File: src/rtl/conv3x3_mac_pipe.sv
// Pipelined 3x3 convolution MAC: products, row sums, then round/ReLU/saturate.
// Three register stages with a global stall driven by output backpressure.
module conv3x3_mac_pipe #(
  parameter int DW    = 8,
  parameter int CW    = 8,
  parameter int OUT_W = 20,
  parameter int CNT_W = 16
) (
  input  logic                 clk,
  input  logic                 rst,
  input  logic                 in_valid,
  output logic                 in_ready,
  input  logic                 in_last,
  input  logic [9*CW-1:0]      filter,
  input  logic [3*DW-1:0]      line1,
  input  logic [3*DW-1:0]      line2,
  input  logic [3*DW-1:0]      line3,
  input  logic                 signed_mode,
  input  logic                 relu_en,
  input  logic [3:0]           shamt,
  output logic                 out_valid,
  input  logic                 out_ready,
  output logic [OUT_W-1:0]     result,
  output logic                 out_last,
  output logic [CNT_W-1:0]     out_cnt
);
  localparam int PW = DW + CW;
  localparam int SW = PW + 4;
  // Working width covers the rounding carry and the widest saturation limit.
  localparam int XW = (SW + 2 > OUT_W + 2) ? SW + 2 : OUT_W + 2;

  localparam logic signed [XW-1:0] UMAX = {{(XW-OUT_W){1'b0}}, {OUT_W{1'b1}}};
  localparam logic signed [XW-1:0] SMAX = {{(XW-OUT_W+1){1'b0}}, {(OUT_W-1){1'b1}}};
  localparam logic signed [XW-1:0] SMIN = {{(XW-OUT_W+1){1'b1}}, {(OUT_W-1){1'b0}}};

  logic advance;
  assign advance  = !(out_valid && !out_ready);
  assign in_ready = advance;

  logic [DW-1:0]   pix [9];
  logic [PW+1:0]   a_x, b_x, p_x;
  logic [PW-1:0]   prod_c [9];

  always_comb begin
    for (int c = 0; c < 3; c++) begin
      pix[c]   = line1[c*DW +: DW];
      pix[3+c] = line2[c*DW +: DW];
      pix[6+c] = line3[c*DW +: DW];
    end
  end

  // Low PW bits of the extended product are exact in both modes.
  always_comb begin
    a_x = '0;
    b_x = '0;
    p_x = '0;
    for (int k = 0; k < 9; k++) begin
      a_x = signed_mode ? {{(CW+2){pix[k][DW-1]}}, pix[k]} : {{(CW+2){1'b0}}, pix[k]};
      b_x = signed_mode ? {{(DW+2){filter[k*CW+CW-1]}}, filter[k*CW +: CW]}
                        : {{(DW+2){1'b0}}, filter[k*CW +: CW]};
      p_x = a_x * b_x;
      prod_c[k] = p_x[PW-1:0];
    end
  end

  logic            s1_valid, s1_signed, s1_relu, s1_last;
  logic [3:0]      s1_shamt;
  logic [PW-1:0]   s1_prod [9];

  logic [PW+1:0]   pe;
  logic [PW+1:0]   row_c [3];

  always_comb begin
    pe = '0;
    for (int r = 0; r < 3; r++) begin
      row_c[r] = '0;
      for (int c = 0; c < 3; c++) begin
        pe = s1_signed ? {{2{s1_prod[r*3+c][PW-1]}}, s1_prod[r*3+c]} : {2'b00, s1_prod[r*3+c]};
        row_c[r] = row_c[r] + pe;
      end
    end
  end

  logic            s2_valid, s2_signed, s2_relu, s2_last;
  logic [3:0]      s2_shamt;
  logic [PW+1:0]   s2_row [3];

  logic signed [XW-1:0] row_x, t_sum, t_rnd, t_sh, t_relu, t_sat;
  logic [OUT_W-1:0]     res_next;

  always_comb begin
    row_x = '0;
    t_sum = '0;
    for (int r = 0; r < 3; r++) begin
      row_x = s2_signed ? {{(XW-PW-2){s2_row[r][PW+1]}}, s2_row[r]}
                        : {{(XW-PW-2){1'b0}}, s2_row[r]};
      t_sum = t_sum + row_x;
    end
    t_rnd = '0;
    if (s2_shamt != 4'd0) t_rnd[s2_shamt - 4'd1] = 1'b1;
    // Unsigned sums are zero-extended, so the arithmetic shift acts as a logical one.
    t_sh   = (t_sum + t_rnd) >>> s2_shamt;
    t_relu = (s2_signed && s2_relu && t_sh[XW-1]) ? '0 : t_sh;
    if (s2_signed) begin
      if (t_relu > SMAX)      t_sat = SMAX;
      else if (t_relu < SMIN) t_sat = SMIN;
      else                    t_sat = t_relu;
    end else begin
      if (t_relu[XW-1])       t_sat = '0;
      else if (t_relu > UMAX) t_sat = UMAX;
      else                    t_sat = t_relu;
    end
    res_next = t_sat[OUT_W-1:0];
  end

  always_ff @(posedge clk or posedge rst) begin
    if (rst) begin
      s1_valid  <= 1'b0;
      s1_signed <= 1'b0;
      s1_relu   <= 1'b0;
      s1_last   <= 1'b0;
      s1_shamt  <= '0;
      for (int k = 0; k < 9; k++) s1_prod[k] <= '0;
      s2_valid  <= 1'b0;
      s2_signed <= 1'b0;
      s2_relu   <= 1'b0;
      s2_last   <= 1'b0;
      s2_shamt  <= '0;
      for (int r = 0; r < 3; r++) s2_row[r] <= '0;
      out_valid <= 1'b0;
      result    <= '0;
      out_last  <= 1'b0;
    end else if (advance) begin
      s1_valid  <= in_valid;
      s1_signed <= signed_mode;
      s1_relu   <= relu_en;
      s1_last   <= in_last;
      s1_shamt  <= shamt;
      s1_prod   <= prod_c;
      s2_valid  <= s1_valid;
      s2_signed <= s1_signed;
      s2_relu   <= s1_relu;
      s2_last   <= s1_last;
      s2_shamt  <= s1_shamt;
      s2_row    <= row_c;
      out_valid <= s2_valid;
      if (s2_valid) begin
        result   <= res_next;
        out_last <= s2_last;
      end
    end
  end

  always_ff @(posedge clk or posedge rst) begin
    if (rst)                        out_cnt <= '0;
    else if (out_valid && out_ready) out_cnt <= out_last ? '0 : out_cnt + 1'b1;
  end

endmodule

File: config.mk
export PLATFORM = sky130hd
export DESIGN_NAME = conv3x3_mac_pipe
export DESIGN_NICKNAME = d
export VERILOG_FILES = /design/src/rtl/conv3x3_mac_pipe.sv
export SDC_FILE = /design/constraint.sdc
export NUM_CORES = 2
export LEC_CHECK = 0
export CAP_MARGIN = 5
export CORE_UTILIZATION = 37
export DETAILED_ROUTE_END_ITERATION = 16
export RECOVER_POWER = 50
export SLEW_MARGIN = 40
export SYNTH_ARGS = -nofsm -noshare
export SYNTH_HDL_FRONTEND = slang
export SYNTH_SLANG_ARGS = --single-unit
File: constraint.sdc
create_clock -name clk -period 7.9 [get_ports clk]
set_clock_uncertainty 0.15 [all_clocks]
set_input_delay 1.185 -clock clk [delete_from_list [all_inputs] [get_ports clk]]
set_output_delay 1.185 -clock clk [all_outputs]
set_load 0.05 [all_outputs]
==> results.md <==
- Syn nets: 6,609
- Root buffer cell: clkbuf_16
- Post-synth EDFFs: 0
- Io pins: 194
- Status: finished with violations
- Seq/Total Area, Yosys: 0.134
- H-Tree Depth: 2
- Final period utilization: 0.854
- Fmax: 0.148 GHz
- Worst Path Arrival: 6.94 ns
- Pin count of the biggest net entering global routing: 133
- DRC: 0
- FFs w/ async S/R, synth: 1.00
- CTS resizes: 0
- Die Ht: 359 um
- Hpwl dp: 94,700 um
- Main flop type after synthesis: dfrtp_1
- Clock slew at reported path FFs: 0.06 ns
- Total GRT Usage: 0.181
- Setup TNS: 0 ns
- CTS Buffer Depth: 3
- Clk sinks: 252
- CORE AREA: 126,000 um^2
- Drt pass-1 iters: 7
- CP Launch Type: primary input
- Rows: 130
- Port Buffers: 193
- Fin. max-slew vios: 276
- Placement Setup Slack: 0.631 ns
- Initial detailed-routing violation count: 1,702
- First-pass GRT wire length: 188,000 um
- Mean Syn Cell Area: 9.13 um^2
- GP Congestion: 0.901
- Vias in the first global route: 35,800
- Cts bufs inserted: 34
- Hold buffer count at cts: 0
- Setup Viol. Count Final: 0
- Syn-to-layout area delta: 10.0%
- CP Class: primary input to register
- Clock Latency Late Sink: 0.56 ns
- CP endpoint kind: register
- Nets: 6,709
- WHS: 0.316 ns
- Final min period: 6.75 ns
- Final Hold Fails: 0
- Final worst slack: 1.15 ns
- Post-synthesis register bit count: 252
- Syn Inst Count: 5,157
- Slew margin rel.: -1.35
- Post-DRT Antenna Nets: 0
- Post-DR wirelength/cell: 16.2 um
- Critical Path RT: 8.09 ns
- CP max FO: 15
- Post-CTS setup repair buffer count: 0
- Worst Max-Slew Pin Slew: 3.53 ns
- TritonCTS clock tree: built
- Initial antenna violation count: 1
- Placed instance count: 6,870
- # Max-Cap Violations: 4
- Grt total ovfl: 0
- Share of layout cells above drive strength 1: 0.0237
- Vias post-DR: 33,800
- Synth Cell Area: 47,100 um^2
- Distinct cells, synth: 86
- Die area: 129,000 um^2
- Fin cells: 6,930
- Chip width: 359 um
- Post-Route WL: 112,000 um
- Vias/cell: 4.88
- Worst Hold Class: register to register
- Yosys warns: 0
- RSZ-0062 raised after global routing: false
- Failing checks: max-capacitance violations, max-slew violations
- Initial Util: 0.374
[final timing paths]
path / start / cells after the start / slack (ns) / to
worst max-delay path: line3[23] / 20 / 1.15 / s1_prod[14]
max in group asynchronous: rst / 4 / 1.99 / s2_shamt[2]
min in group asynchronous: rst / 3 / 1.41 / s2_row[18]
worst min register to register: s1_relu / 2 / 0.32 / s1_relu
worst min-delay path: s1_relu / 2 / 0.32 / s1_relu
worst max register to register: s2_shamt[2] / 15 / 2.26 / result[13]
[state kept, by name (all words and copies together), names as in the netlist, 4 cells and up]
register / flops
out_cnt: 16
s2_row: 54
s2_shamt: 4
s1_prod: 144
s1_shamt: 4
result: 20
[cell usage after synthesis, drive strengths merged, types with 5 or more instances]
library cell / count / share of area
mux4: 6 / 0.0029
or2: 10 / 0.0013
o41ai: 9 / 0.0017
nor4: 6 / 0.00080
a311oi: 6 / 0.0011
a211o: 6 / 0.0011
nand3: 82 / 0.0088
clkbuf: 121 / 0.0096
a211oi: 29 / 0.0048
ha: 515 / 0.14
o311a: 5 / 0.0011
xor2: 84 / 0.016
o21bai: 44 / 0.0071
fa: 782 / 0.33
nand2b: 17 / 0.0023
a21boi: 7 / 0.0011
inv: 1052 / 0.084
o21a: 8 / 0.0013
nor3: 64 / 0.0069
o211ai: 19 / 0.0032
nand3b: 7 / 0.0011
a31oi: 15 / 0.0023
a21o: 39 / 0.0062
o31ai: 13 / 0.0021
nor2: 236 / 0.019
a21oi: 240 / 0.026
mux2: 7 / 0.0017
buf: 27 / 0.0025
nand2: 528 / 0.042
or3: 24 / 0.0032
and2: 348 / 0.046
and3: 102 / 0.014
mux2i: 12 / 0.0026
nand4: 11 / 0.0015
a31o: 7 / 0.0013
xnor2: 251 / 0.047
dfrtp: 252 / 0.13
nor2b: 9 / 0.0014
o2111ai: 6 / 0.0015
a41o: 11 / 0.0023
or4: 5 / 0.00080
o21ai: 93 / 0.010
[through the flow]
| step | utilization | area, um^2 |
|---|---|---|
| after floorplan | - | 47100 |
| after CTS | 0.412 | 51800 |
| after global routing | 0.411 | 51800 |
| final | 0.411 | 51800 |
| after global placement | 0.402 | 50700 |
| after detailed placement | 0.403 | 50700 |
[critical path, stage by stage]
cell,delay [ns]
clkdlybuf4s50_1,0.74
nand3_1,0.24
inv_1,0.14
fa_1,0.45
inv_1,0.19
fa_1,0.47
fa_1,0.51
fa_1,0.54
inv_1,0.05
fa_1,0.48
inv_1,0.05
fa_1,0.47
inv_1,0.04
ha_1,0.33
and2_1,0.19
a31o_2,0.20
a41o_1,0.21
o211ai_1,0.20
xor2_1,0.16
o21ai_0,0.08
[layer usage]
layer  vias to the layer above  global-route usage  share of wire
met3                       141              0.0143          0.027
met4                         0              0.0464          0.024
li1                      16300                   -              -
met2                       497               0.314           0.50
met1                     16800               0.243           0.45
met5                         -                   0              0
[layout by cell type (no fill, tap or decap), types with 8 or more instances in the layout]
cell                n
clkbuf_16          35
a21oi_1           236
nand3_1            81
dfrtp_1           251
or2_2               9
a41o_1             11
ha_1              515
fa_1              782
mux2i_1            12
nor3_1             63
o41ai_1             9
nand4_1            11
inv_1            1049
o211ai_1           17
a31oi_1            13
nor2_1            236
buf_4              13
clkbuf_1           10
xor2_1             84
o31ai_1            13
o21a_1              8
nand2_1           528
and2_1            347
a21o_1             39
a211oi_1           27
and3_1            102
nor2b_1             8
o21bai_1           43
clkdlybuf4s50_1   190
or3_1              24
nand2b_1           17
xnor2_1           251
o21ai_0            82
[final cells by class]
| class | instances | area, um^2 |
|---|---|---|
| repair buffers | 212 | 2080 |
| multi-input cells | 3703 | 36200 |
| inverters | 1054 | 3970 |
| flip-flops and latches | 252 | 6310 |
| well taps | 1650 | 2060 |
| clock inverters | 11 | 155 |
| clock buffers | 47 | 981 |
| fillers | 12600 | 74100 |
| diodes | 1 | 2.50 |
[logic make-up after synthesis]
| group | share of synthesized area |
|---|---|
| compound gates | 0.0801 |
| xor+xnor | 0.0623 |
| fa+ha+maj | 0.469 |
| buf+inv | 0.0962 |
| flops | 0.134 |
| mux | 0.00710 |
| other cells | 0.0000797 |
| simple gates | 0.151 |
Power is not shown: default switching activity piles up to over one toggle a cycle in this logic, so the estimate is an artifact.
